--- src/rtl/sevenseg_scan_n.sv ---
// rtl/sevenseg_scan_n.sv - N-digit seven-segment scan driver with serial binary-to-BCD conversion
module sevenseg_scan_n #(
    parameter int DIGITS       = 4,
    parameter int BIN_W        = 16,
    parameter int REFRESH_BITS = 16
) (
    input  logic                clk,
    input  logic                reset,
    input  logic [BIN_W-1:0]    value,
    input  logic                load,
    input  logic [1:0]          mode,
    input  logic                blank_lz,
    input  logic [DIGITS-1:0]   dp_mask,
    output logic                busy,
    output logic                overflow,
    output logic [DIGITS-1:0]   an,
    output logic [6:0]          seg,
    output logic                dp
);

    localparam int DISP_W = DIGITS * 4;
    // Decimal digits needed for 2**BIN_W-1 is floor(BIN_W*log10(2))+1.
    localparam int NEED_N = (BIN_W * 30103) / 100000 + 1;
    localparam int BCD_N  = (NEED_N > DIGITS) ? NEED_N : DIGITS;
    localparam int BCD_W  = BCD_N * 4;
    localparam int IDX_W  = (DIGITS > 1) ? $clog2(DIGITS) : 1;
    localparam int CNT_W  = $clog2(BIN_W + 1);
    localparam int WIDE_W = (BIN_W > DISP_W) ? BIN_W : DISP_W;

    localparam logic [6:0] SEG_DASH  = 7'b0111111;
    localparam logic [6:0] SEG_BLANK = 7'h7F;

    typedef enum logic [1:0] {
        S_IDLE,
        S_SHIFT,
        S_COMMIT
    } state_t;

    state_t              state_q, state_d;
    logic [BIN_W-1:0]    bin_q, bin_d;
    logic [BCD_W-1:0]    bcd_q, bcd_d;
    logic [CNT_W-1:0]    cnt_q, cnt_d;
    logic [DISP_W-1:0]   disp_q, disp_d;
    logic                overflow_q, overflow_d;
    logic [REFRESH_BITS-1:0] ref_q, ref_d;
    logic [IDX_W-1:0]    idx_q, idx_d;
    logic [DIGITS-1:0]   an_q, an_d;
    logic [6:0]          seg_q, seg_d;
    logic                dp_q, dp_d;

    logic [BCD_W-1:0]    bcd_adj;
    logic [WIDE_W-1:0]   hex_ext;
    logic [DIGITS-1:0]   blank_v;
    logic                all_zero;
    logic [3:0]          nib_sel;

    function automatic logic [6:0] seg_code(input logic [3:0] n);
        case (n)
            4'h0: seg_code = 7'b1000000;
            4'h1: seg_code = 7'b1111001;
            4'h2: seg_code = 7'b0100100;
            4'h3: seg_code = 7'b0110000;
            4'h4: seg_code = 7'b0011001;
            4'h5: seg_code = 7'b0010010;
            4'h6: seg_code = 7'b0000010;
            4'h7: seg_code = 7'b1111000;
            4'h8: seg_code = 7'b0000000;
            4'h9: seg_code = 7'b0010000;
            4'hA: seg_code = 7'b0001000;
            4'hB: seg_code = 7'b0000011;
            4'hC: seg_code = 7'b1000110;
            4'hD: seg_code = 7'b0100001;
            4'hE: seg_code = 7'b0000110;
            default: seg_code = 7'b0001110;
        endcase
    endfunction

    always_comb begin
        state_d    = state_q;
        bin_d      = bin_q;
        bcd_d      = bcd_q;
        cnt_d      = cnt_q;
        disp_d     = disp_q;
        overflow_d = overflow_q;
        hex_ext    = WIDE_W'(value);
        bcd_adj    = bcd_q;
        for (int i = 0; i < BCD_N; i++) begin
            if (bcd_q[i*4 +: 4] >= 4'd5) begin
                bcd_adj[i*4 +: 4] = bcd_q[i*4 +: 4] + 4'd3;
            end
        end
        case (state_q)
            S_IDLE: begin
                if (load && mode == 2'd0) begin
                    bin_d   = value;
                    bcd_d   = '0;
                    cnt_d   = '0;
                    state_d = S_SHIFT;
                end else if (load && mode == 2'd1) begin
                    disp_d     = hex_ext[DISP_W-1:0];
                    overflow_d = 1'b0;
                end
            end
            S_SHIFT: begin
                {bcd_d, bin_d} = {bcd_adj, bin_q} << 1;
                cnt_d          = cnt_q + CNT_W'(1);
                if (cnt_q == CNT_W'(BIN_W - 1)) begin
                    state_d = S_COMMIT;
                end
            end
            S_COMMIT: begin
                disp_d = bcd_q[DISP_W-1:0];
                // Any non-zero BCD nibble above the displayed ones means value >= 10**DIGITS.
                overflow_d = |(bcd_q >> DISP_W);
                state_d    = S_IDLE;
            end
            default: state_d = S_IDLE;
        endcase
    end

    always_comb begin
        ref_d = ref_q + REFRESH_BITS'(1);
        idx_d = idx_q;
        if (&ref_q) begin
            idx_d = (idx_q == IDX_W'(DIGITS - 1)) ? '0 : idx_q + IDX_W'(1);
        end

        all_zero = 1'b1;
        blank_v  = '0;
        for (int k = DIGITS - 1; k >= 0; k--) begin
            all_zero   = all_zero & (disp_q[k*4 +: 4] == 4'd0);
            blank_v[k] = blank_lz & all_zero & (k != 0);
        end

        nib_sel = disp_q[idx_q*4 +: 4];
        an_d    = ~(DIGITS'(1) << idx_q);
        if (mode == 2'd2) begin
            seg_d = SEG_DASH;
        end else if (mode == 2'd3) begin
            seg_d = SEG_BLANK;
        end else if (overflow_q) begin
            seg_d = SEG_DASH;
        end else if (blank_v[idx_q]) begin
            seg_d = SEG_BLANK;
        end else begin
            seg_d = seg_code(nib_sel);
        end
        dp_d = mode[1] ? 1'b1 : ~dp_mask[idx_q];
    end

    always_ff @(posedge clk) begin
        if (reset) begin
            state_q    <= S_IDLE;
            bin_q      <= '0;
            bcd_q      <= '0;
            cnt_q      <= '0;
            disp_q     <= '0;
            overflow_q <= 1'b0;
            ref_q      <= '0;
            idx_q      <= '0;
            an_q       <= '1;
            seg_q      <= SEG_BLANK;
            dp_q       <= 1'b1;
        end else begin
            state_q    <= state_d;
            bin_q      <= bin_d;
            bcd_q      <= bcd_d;
            cnt_q      <= cnt_d;
            disp_q     <= disp_d;
            overflow_q <= overflow_d;
            ref_q      <= ref_d;
            idx_q      <= idx_d;
            an_q       <= an_d;
            seg_q      <= seg_d;
            dp_q       <= dp_d;
        end
    end

    assign busy     = (state_q != S_IDLE);
    assign overflow = overflow_q;
    assign an       = an_q;
    assign seg      = seg_q;
    assign dp       = dp_q;

endmodule

--- config.mk ---
export PLATFORM = sky130hd
export DESIGN_NAME = sevenseg_scan_n
export DESIGN_NICKNAME = d
export VERILOG_FILES = /design/src/rtl/sevenseg_scan_n.sv
export SDC_FILE = /design/constraint.sdc
export NUM_CORES = 1
export LEC_CHECK = 0
export ABC_CLOCK_PERIOD_IN_PS = 1900
export CORE_ASPECT_RATIO = 1.4
export CORE_MARGIN = 2
export CORE_UTILIZATION = 30
export DETAILED_ROUTE_END_ITERATION = 12
export MAX_ROUTING_LAYER = met4
export SYNTH_ARGS = -nofsm -noshare
export SYNTH_HDL_FRONTEND = slang
export SYNTH_SLANG_ARGS = --single-unit
--- constraint.sdc ---
create_clock -name clk -period 1.9 [get_ports clk]
set_input_delay 0.19 -clock clk [delete_from_list [all_inputs] [get_ports clk]]
set_output_delay 0.19 -clock clk [all_outputs]
set_load 0.005 [all_outputs]
==> impl_results.md, run 1 <==
* Status: completed
* First-pass GRT wire length at 16,200 µm
* Leak pwr at 1.97 nW
* Initial antenna violation count at 0
* Clock Root Buffer: clkbuf_16
* CP Data Required Time at 2.12 ns
* Synth top area share at 42.6%
* Starting density of the core at 30.5%
* MaxCap Viol Count at 0
* Post-Synth XOR/XNOR Area at 5.18%
* Post-Synthesis Cells at 468
* Nets@finish at 562
* Syn Std Cell Area at 0.00423 mm²
* Final GP Congestion at 0.749
* Seq/Total Area, Yosys at 42.6%
* Post-Route WL at 9540 µm
* Clk sinks at 90
* Post-Synth Simple-Gate Area at 17.7%
* Mean post-synth cell area at 9.04 µm²
* Layout cells sized above 1 at 10.8%
* N_diodes at 0
* Min-Delay Path Class: in2reg
* Critical path type: reg2reg
* CTS Buf Count at 9
* Clock latency on the worst-skew pair at 0.34 ns
* IO Port Bufs at 39
* Ys flop type: dfxtp_1
* Die Wd at 104 µm
* Wl on met1 at 4150 µm
* Synth Net Count at 516
* RSZ-0062 raised after global routing: false
* Largest family of logic cells by synthesized area: simple AND/OR/NAND/NOR gates
* Worst Hold Slack at 0.278 ns
* Worst Clk Skew at 0.00449 ns
* H-tree depth at 3
* Ys async rst share at 0%
* Die Area at 0.0151 mm²
* Met3 wire length at 304 µm
* Unique masters post-synth at 45
* Area growth, synth to finish at 24.3%
* Synth area leaders: dfxtp_1 43%, nor2_1 6.9%, ha_1 6.5%
* Post-Synth Adder-Cell Area at 6.51%
* Clock-pin slew on the worst setup and hold paths at 0.06 ns
* CP endpoint kind: flip-flop
* Setup WS post-layout at 0.164 ns
* Ys Warns at 0
* Boundary pin count at 40
* CP Launch Type: flip-flop
* Pwr Total at 0.00410 W
* Worst path arrival time at 1.96 ns
* Vias at 3,464
* Most frequent cells in the layout: 89 x dfxtp_1, 76 x nor2_1, 38 x clkdlybuf4s50_1, 23 x nand2_1, 23 x a21oi_1
* Vias/cell at 4.92
* Clock buffer depth at 2
* Compound-cell area share of the yosys netlist at 17.4%
* Core Area at 0.0138 mm²
* Worst Path Max Fanout at 4
* PwrDens at 780 mW/mm²
* Post-synth EDFFs at 0
* DP Wirelength at 6870 µm
* Die Y at 144 µm
* Fin crit period at 1.74 ns
* Final Cycle Share at 91.4%
* Gr ovfl total at 0
* Row count at 51
* Final Hold Vio Count at 0
* Max Freq at 576 MHz
* Post-route ant nets at 0
* #FFs+latches synth at 90
* Max Slew Vio Count at 0
* Routed wire per std cell at 13.6 µm
* Synth area leader: dfxtp_1
* VDD IR max at 0.000375 V
* Vias in the first global route at 3,384
* Final setup viols at 0
* Pre-CTS setup slack at -0.117 ns
* Router iterations before antenna repair at 4
* Most common cell after layout, fill and taps aside: dfxtp_1
* Total Routing Usage GR at 13.6%
* Post-synthesis mux area share at 5.80%
* TritonCTS clock tree: built
* Met2 WL at 4910 µm
* Worst Tran Pin Value at 0.839 ns
* DRC viols at 0
* Largest net degree at the start of global routing at 85
* First DRT Iteration DRCs at 244
* Highest Signal Layer: met4
* Postcts setup bufs at 0
* Max_slew headroom at 44.1%
[metal layers]
layer | global-route usage [%] | vias to the layer above
met5 | - | -
met4 | 5.62 | 0
met3 | 2.52 | 17
met2 | 24.2 | 57
met1 | 15.0 | 1629
li1 | - | 1761
[cell usage after synthesis, types with 2 or more instances]
library cell and count:
nand2_1 23, ha_1 22, nor2_1 78, and3_1 4
nand2b_1 13, buf_2 10, mux4_2 2, a222oi_1 14
nor2b_1 2, buf_6 2, inv_1 19, mux2i_1 11
or2_2 3, nor3b_1 3, xnor2_1 14, nand4_1 3
dfxtp_1 90, o211ai_1 6, mux4_1 3, clkbuf_1 15
a32oi_1 4, a21oi_1 23, o31ai_1 3, nand3_1 15
a31oi_1 2, xor2_1 11, a211oi_1 19, a22oi_1 9
o21ai_0 15, nor3_1 8, a21o_1 7, nor4_1 2
[worst paths after layout]
path | startpoint | cells after the start | slack (ns) | end
worst min register to register | ref_q[0] | 1 | 0.48 | ref_q[0]
worst min-delay path | reset | 4 | 0.28 | dp
worst max register to register | idx_q[0] | 5 | 0.16 | seg[0]
worst max-delay path | idx_q[0] | 5 | 0.16 | seg[0]
[metrics by stage]
stage	setup TNS (ns)	area [µm²]	util, %	std cells
2_1_floorplan	0	4230	-	468
3_3_place_gp	-1.43	4950	35.7	688
3_5_place_dp	-2.37	4950	35.7	688
4_1_cts	0	5240	37.9	704
5_1_grt	0	5260	38.0	704
6_report	0	5260	38.0	704
[state kept, by name, summed over array words and instances, names as in the netlist]
name,cells
idx_q,2
disp_q,16
overflow,1
an,4
seg,7
state_q,2
bin_q,16
cnt_q,5
ref_q,16
dp,1
bcd_q,20
[cells by family (layout without fill, tap and decap cells)]
group / Yosys count / after routing
simple gates: 162 / 162
fa+ha+maj: 22 / 22
compound gates: 105 / 105
flops: 90 / 90
mux: 17 / 17
buf+inv: 47 / 98
xor+xnor: 25 / 25
[worst max-delay path, stage by stage, from the launching register on]
cell     delay [ns]
dfxtp_2        0.38
buf_4          0.14
mux4_2         0.50
or2_2          0.32
a21oi_1        0.19
o31ai_1        0.09
[area by class of cell]
type                            count  area (µm²)
Sequential cell                    90        1800
Clock buffer                       13         280
Timing Repair Buffer               63         616
Tap cell                          185         231
Clock inverter                      3        21.3
Multi-Input combinational cell    331        2230
Fill cell                        1430        8590
Inverter                           19        71.3
[report_power, final]
| part | internal [W] | switching (W) | total [W] |
|---|---|---|---|
| Sequential | 0.00194 | 0.0000336 | 0.00197 |
| Combinational | 0.000189 | 0.000185 | 0.000374 |
| Clock | 0.00103 | 0.000727 | 0.00176 |
| Total | 0.00316 | 0.000946 | 0.00410 |
[what timing repair did]
action,CTS,global route
hold buffers,0,0
setup endpoints to repair,1,3
gates resized for setup,2,3
Power figures use the tool's default switching activity.
==> inputs of run 2 (changes only) <==
--- a/config.mk
+++ b/config.mk
@@ -11,6 +11,7 @@
 export CORE_UTILIZATION = 30
 export DETAILED_ROUTE_END_ITERATION = 12
 export MAX_ROUTING_LAYER = met4
+export SKIP_CTS_REPAIR_TIMING = 1
 export SYNTH_ARGS = -nofsm -noshare
 export SYNTH_HDL_FRONTEND = slang
 export SYNTH_SLANG_ARGS = --single-unit
==> impl_results.md, run 2 (synthesized netlist as in run 1, its figures left out) <==
* Number of cells on the worst reg-to-reg path at 5
* Vias at 3,468
* Routed wire per std cell at 13.6 µm
* CP endpoint kind: flip-flop
* CP Launch Type: flip-flop
* Vias in the first global route at 3,377
* Max Freq at 576 MHz
* Slowest stage delay, CP at 0.50 ns
* Clock Root Buffer: clkbuf_16
* CP Data Required Time at 2.12 ns
* Boundary pin count at 40
* Vias/cell at 4.93
* Final TNS setup at 0 ns
* Worst path arrival time at 1.96 ns
* IO Port Bufs at 39
* Router iterations before antenna repair at 5
* Die Wd at 104 µm
* Clock-pin slew on the worst setup and hold paths at 0.06 ns
* Min-Delay Endpoint: dp
* VDD IR max at 0.000374 V
* Pre-CTS setup slack at -0.117 ns
* Initial antenna violation count at 0
* MaxCap Viol Count at 0
* Worst Tran Pin Value at 0.839 ns
* Worst Path Max Fanout at 4
* Die Y at 144 µm
* H-tree depth at 3
* DRC viols at 0
* Setup WS post-layout at 0.164 ns
* Most frequent cells in the layout: 89 x dfxtp_1, 76 x nor2_1, 38 x clkdlybuf4s50_1, 23 x nand2_1, 23 x a21oi_1
* Critical path type: reg2reg
* Post-Route WL at 9540 µm
* Final setup viols at 0
* Post-route ant nets at 0
* Final Hold Vio Count at 0
* Row count at 51
* CTS Buf Count at 9
* Min-Delay Path Class: in2reg
* Final Cycle Share at 91.4%
* Leak pwr at 1.97 nW
* Reg-to-reg critical path endpoint: seg[0]
* Worst path cell trace: buf_4 > mux4_2 > or2_2 > a21oi_1 > o31ai_1
* Clock buffer depth at 2
* Largest delay share family, worst path: multiplexers
* Status: completed
* Hold Crit Depth at 4
* Fin crit period at 1.74 ns
* Final GP Congestion at 0.749
* Clk sinks at 90
* Total Routing Usage GR at 13.6%
* Gr ovfl total at 0
* Max Slew Vio Count at 0
* Max_slew headroom at 44.1%
* N_diodes at 0
* TritonCTS clock tree: built
* Register with the most flip-flops: bcd_q
* Core Area at 0.0138 mm²
* First DRT Iteration DRCs at 248
* Starting density of the core at 30.5%
* Layout cells sized above 1 at 10.8%
* Nets@finish at 562
* PwrDens at 780 mW/mm²
* RSZ-0062 raised after global routing: false
* First-pass GRT wire length at 16,100 µm
* WP buf/inv at 1
* Most common cell after layout, fill and taps aside: dfxtp_1
* Hold_sp: reset
* Die Area at 0.0151 mm²
* Largest net degree at the start of global routing at 85
* DP Wirelength at 6870 µm
* Largest register FFs at 20
* Worst Clk Skew at 0.00442 ns
* Reg-to-Reg Start: idx_q[0]
* Area growth, synth to finish at 24.3%
* Clock latency on the worst-skew pair at 0.34 ns
* CP max-delay cell: mux4_2
* R2r setup slk at 0.16 ns
[run 2: cell counts in the layout (fill, tap and decap cells not counted)]
Identical to the previous run, type by type.
[run 2: worst reg2reg max path, cell delays in order, from the launching register on]
cell,delay (ns)
dfxtp_2,0.38
buf_4,0.14
mux4_2,0.50
or2_2,0.32
a21oi_1,0.19
o31ai_1,0.09
[run 2: area by class of cell]
cell class                      instances  area, µm²
Clock buffer                           13        280
Clock inverter                          3       21.3
Fill cell                            1430       8590
Inverter                               19       71.3
Multi-Input combinational cell        331       2230
Sequential cell                        90       1800
Tap cell                              185        231
Timing Repair Buffer                   63        616
[run 2: report_power, final]
group          internal [W]  switching (W)  total, W
sequential          0.00194      0.0000336   0.00197
clock               0.00103       0.000726   0.00176
combinational      0.000189       0.000185  0.000374
total               0.00316       0.000945   0.00410
[run 2: worst max-delay path by stage]
stage,from,end,slack (ns),cells after the start
after detailed placement,load,cnt_q[3],-0.12,7
after global placement,load,bin_q[14],-0.10,7
after CTS,idx_q[0],seg[3],-0.009,6
after global routing,ref_q[0],idx_q[1],0.03,6
final,idx_q[0],seg[0],0.16,5
after floorplan,idx_q[0],seg[1],0.05,7
[run 2: layer usage]
layer,vias to the layer above,global-route usage [%],routed length (µm)
met3,15,2.52,327
met1,1629,14.9,4120
met2,63,24.2,4920
met5,-,-,0
li1,1761,-,-
met4,0,5.62,182
[run 2: through the flow]
step | utilization [%] | area, µm² | hold WS [ns] | total power [W] | std cells
floorplan | - | 4230 | 0.338 | 0.00220 | 468
global placement | 35.7 | 4950 | 0.454 | 0.00238 | 688
detailed placement | 35.7 | 4950 | 0.469 | 0.00239 | 688
CTS | 37.9 | 5250 | 0.282 | 0.00415 | 704
global route | 38.0 | 5260 | 0.297 | 0.00427 | 704
finish | 38.0 | 5260 | 0.279 | 0.00410 | 704
==> inputs of run 3 (changes only) <==
--- a/config.mk
+++ b/config.mk
@@ -6,11 +6,14 @@
 export NUM_CORES = 1
 export LEC_CHECK = 0
 export ABC_CLOCK_PERIOD_IN_PS = 1900
+export CELL_PAD_IN_SITES_DETAIL_PLACEMENT = 1
+export CELL_PAD_IN_SITES_GLOBAL_PLACEMENT = 1
 export CORE_ASPECT_RATIO = 1.4
 export CORE_MARGIN = 2
 export CORE_UTILIZATION = 30
 export DETAILED_ROUTE_END_ITERATION = 12
 export MAX_ROUTING_LAYER = met4
+export PLACE_DENSITY_LB_ADDON = 0.1
 export SKIP_CTS_REPAIR_TIMING = 1
 export SYNTH_ARGS = -nofsm -noshare
 export SYNTH_HDL_FRONTEND = slang
==> impl_results.md, run 3 (synthesized netlist as in run 1, its figures left out) <==
* Status: completed
* CP endpoint kind: flip-flop
* RSZ-0062 raised after global routing: false
* H-tree depth at 3
* Starting density of the core at 30.5%
* Register with the most flip-flops: bcd_q
* Min-Delay Path Class: in2reg
* VDD IR max at 0.000363 V
* Vias/cell at 5.00
* Number of cells on the worst reg-to-reg path at 5
* Final TNS setup at 0 ns
* Reg-to-reg critical path endpoint: seg[4]
* Boundary pin count at 40
* Gr ovfl total at 0
* Die Wd at 104 µm
* Clock Root Buffer: clkbuf_16
* # fillers at 1,641
* MaxCap Viol Count at 0
* Clock-pin slew on the worst setup and hold paths at 0.07 ns
* Clock buffer depth at 2
* Post-route ant nets at 0
* Critical path type: reg2reg
* Leak pwr at 2.00 nW
* Router iterations before antenna repair at 5
* TritonCTS clock tree: built
* Hold Crit Depth at 3
* DRC viols at 0
* Core Area at 0.0138 mm²
* Final setup viols at 0
* Worst Clk Skew at 0.00945 ns
* Reg-to-Reg Start: idx_q[0]
* Worst Tran Pin Value at 0.900 ns
* Worst Hold Slack at 0.196 ns
* Most common cell after layout, fill and taps aside: dfxtp_1
* Reg area at 0.00180 mm²
* Worst path arrival time at 2.04 ns
* Area growth, synth to finish at 26.0%
* Total Routing Usage GR at 15.7%
* Area of the multi-input gates at 0.00222 mm²
* CTS Buf Count at 9
* Die Y at 144 µm
* Fin crit period at 1.78 ns
* Vias in the first global route at 3,560
* R2r setup slk at 0.12 ns
* Largest net degree at the start of global routing at 85
* Max_slew headroom at 40.0%
* Most frequent cells in the layout: 89 x dfxtp_1, 76 x nor2_1, 38 x clkdlybuf4s50_1, 26 x buf_4
* CP Launch Type: flip-flop
* Routed wire per std cell at 15.7 µm
* Min-Delay Endpoint: dp
* Initial antenna violation count at 0
* Largest register FFs at 20
* Layout cells sized above 1 at 12.0%
* Hold_sp: reset
* Die Area at 0.0151 mm²
* Worst Path Max Fanout at 4
* First DRT Iteration DRCs at 208
* First-pass GRT wire length at 18,200 µm
* Final Hold Vio Count at 0
* Max Freq at 563 MHz
* PwrDens at 787 mW/mm²
* Post-Route WL at 11,200 µm
* Final GP Congestion at 0.792
* IO Port Bufs at 39
* N_diodes at 0
* Row count at 51
* Clock latency on the worst-skew pair at 0.35 ns
* CP Data Required Time at 2.16 ns
* DP Wirelength at 8230 µm
* Vias at 3,557
* Max Slew Vio Count at 0
* Nets@finish at 570
* Final Cycle Share at 93.4%
* Clk sinks at 90
==> run 3: area by class of cell <==
class,instances,area share [%]
Clock buffer,10,4.49
Multi-Input combinational cell,331,41.8
Sequential cell,90,33.8
Timing Repair Buffer,71,13.0
Tap cell,185,4.34
Clock inverter,6,1.24
Inverter,19,1.34
==> run 3: worst max path at each step <==
stage                   from          to  slack [ns]  cells after the start
finish              idx_q[0]      seg[4]        0.12                      5
CTS                 idx_q[0]      seg[3]       -0.03                      6
global placement        load   bin_q[10]       -0.15                      6
global route        idx_q[0]      seg[6]        0.04                      6
floorplan           idx_q[0]      seg[1]        0.05                      7
detailed placement   mode[0]  disp_q[15]       -0.29                      5
==> run 3: stage by stage <==
step                area (µm²)  worst slack, ns  instances  total power (W)  util (%)
floorplan                 4230           0.0505        468          0.00220         -
finish                    5330            0.125        712          0.00419      38.5
CTS                       5310          -0.0288        710          0.00425      38.3
detailed placement        5000           -0.288        694          0.00242      36.1
global placement          5000           -0.155        694          0.00241      36.1
global route              5330           0.0351        712          0.00439      38.5
==> run 3: critical path: stages (launching register included) <==
cell      delay [ns]
dfxtp_2         0.38
mux4_2          0.56
buf_4           0.17
ha_1            0.18
mux2_2          0.26
o211ai_1        0.15
==> run 3: per-layer routing <==
layer	part of all wire (%)	global-route usage, %
met5	0	-
met4	1.8	5.90
met3	2.4	2.57
met2	51	27.2
met1	45	18.4
==> run 3: report_power, final <==
part / internal, W / total [W] / switching (W)
combinational: 0.000202 / 0.000402 / 0.000199
clock: 0.00106 / 0.00182 / 0.000765
sequential: 0.00194 / 0.00197 / 0.0000326
total: 0.00320 / 0.00419 / 0.000997
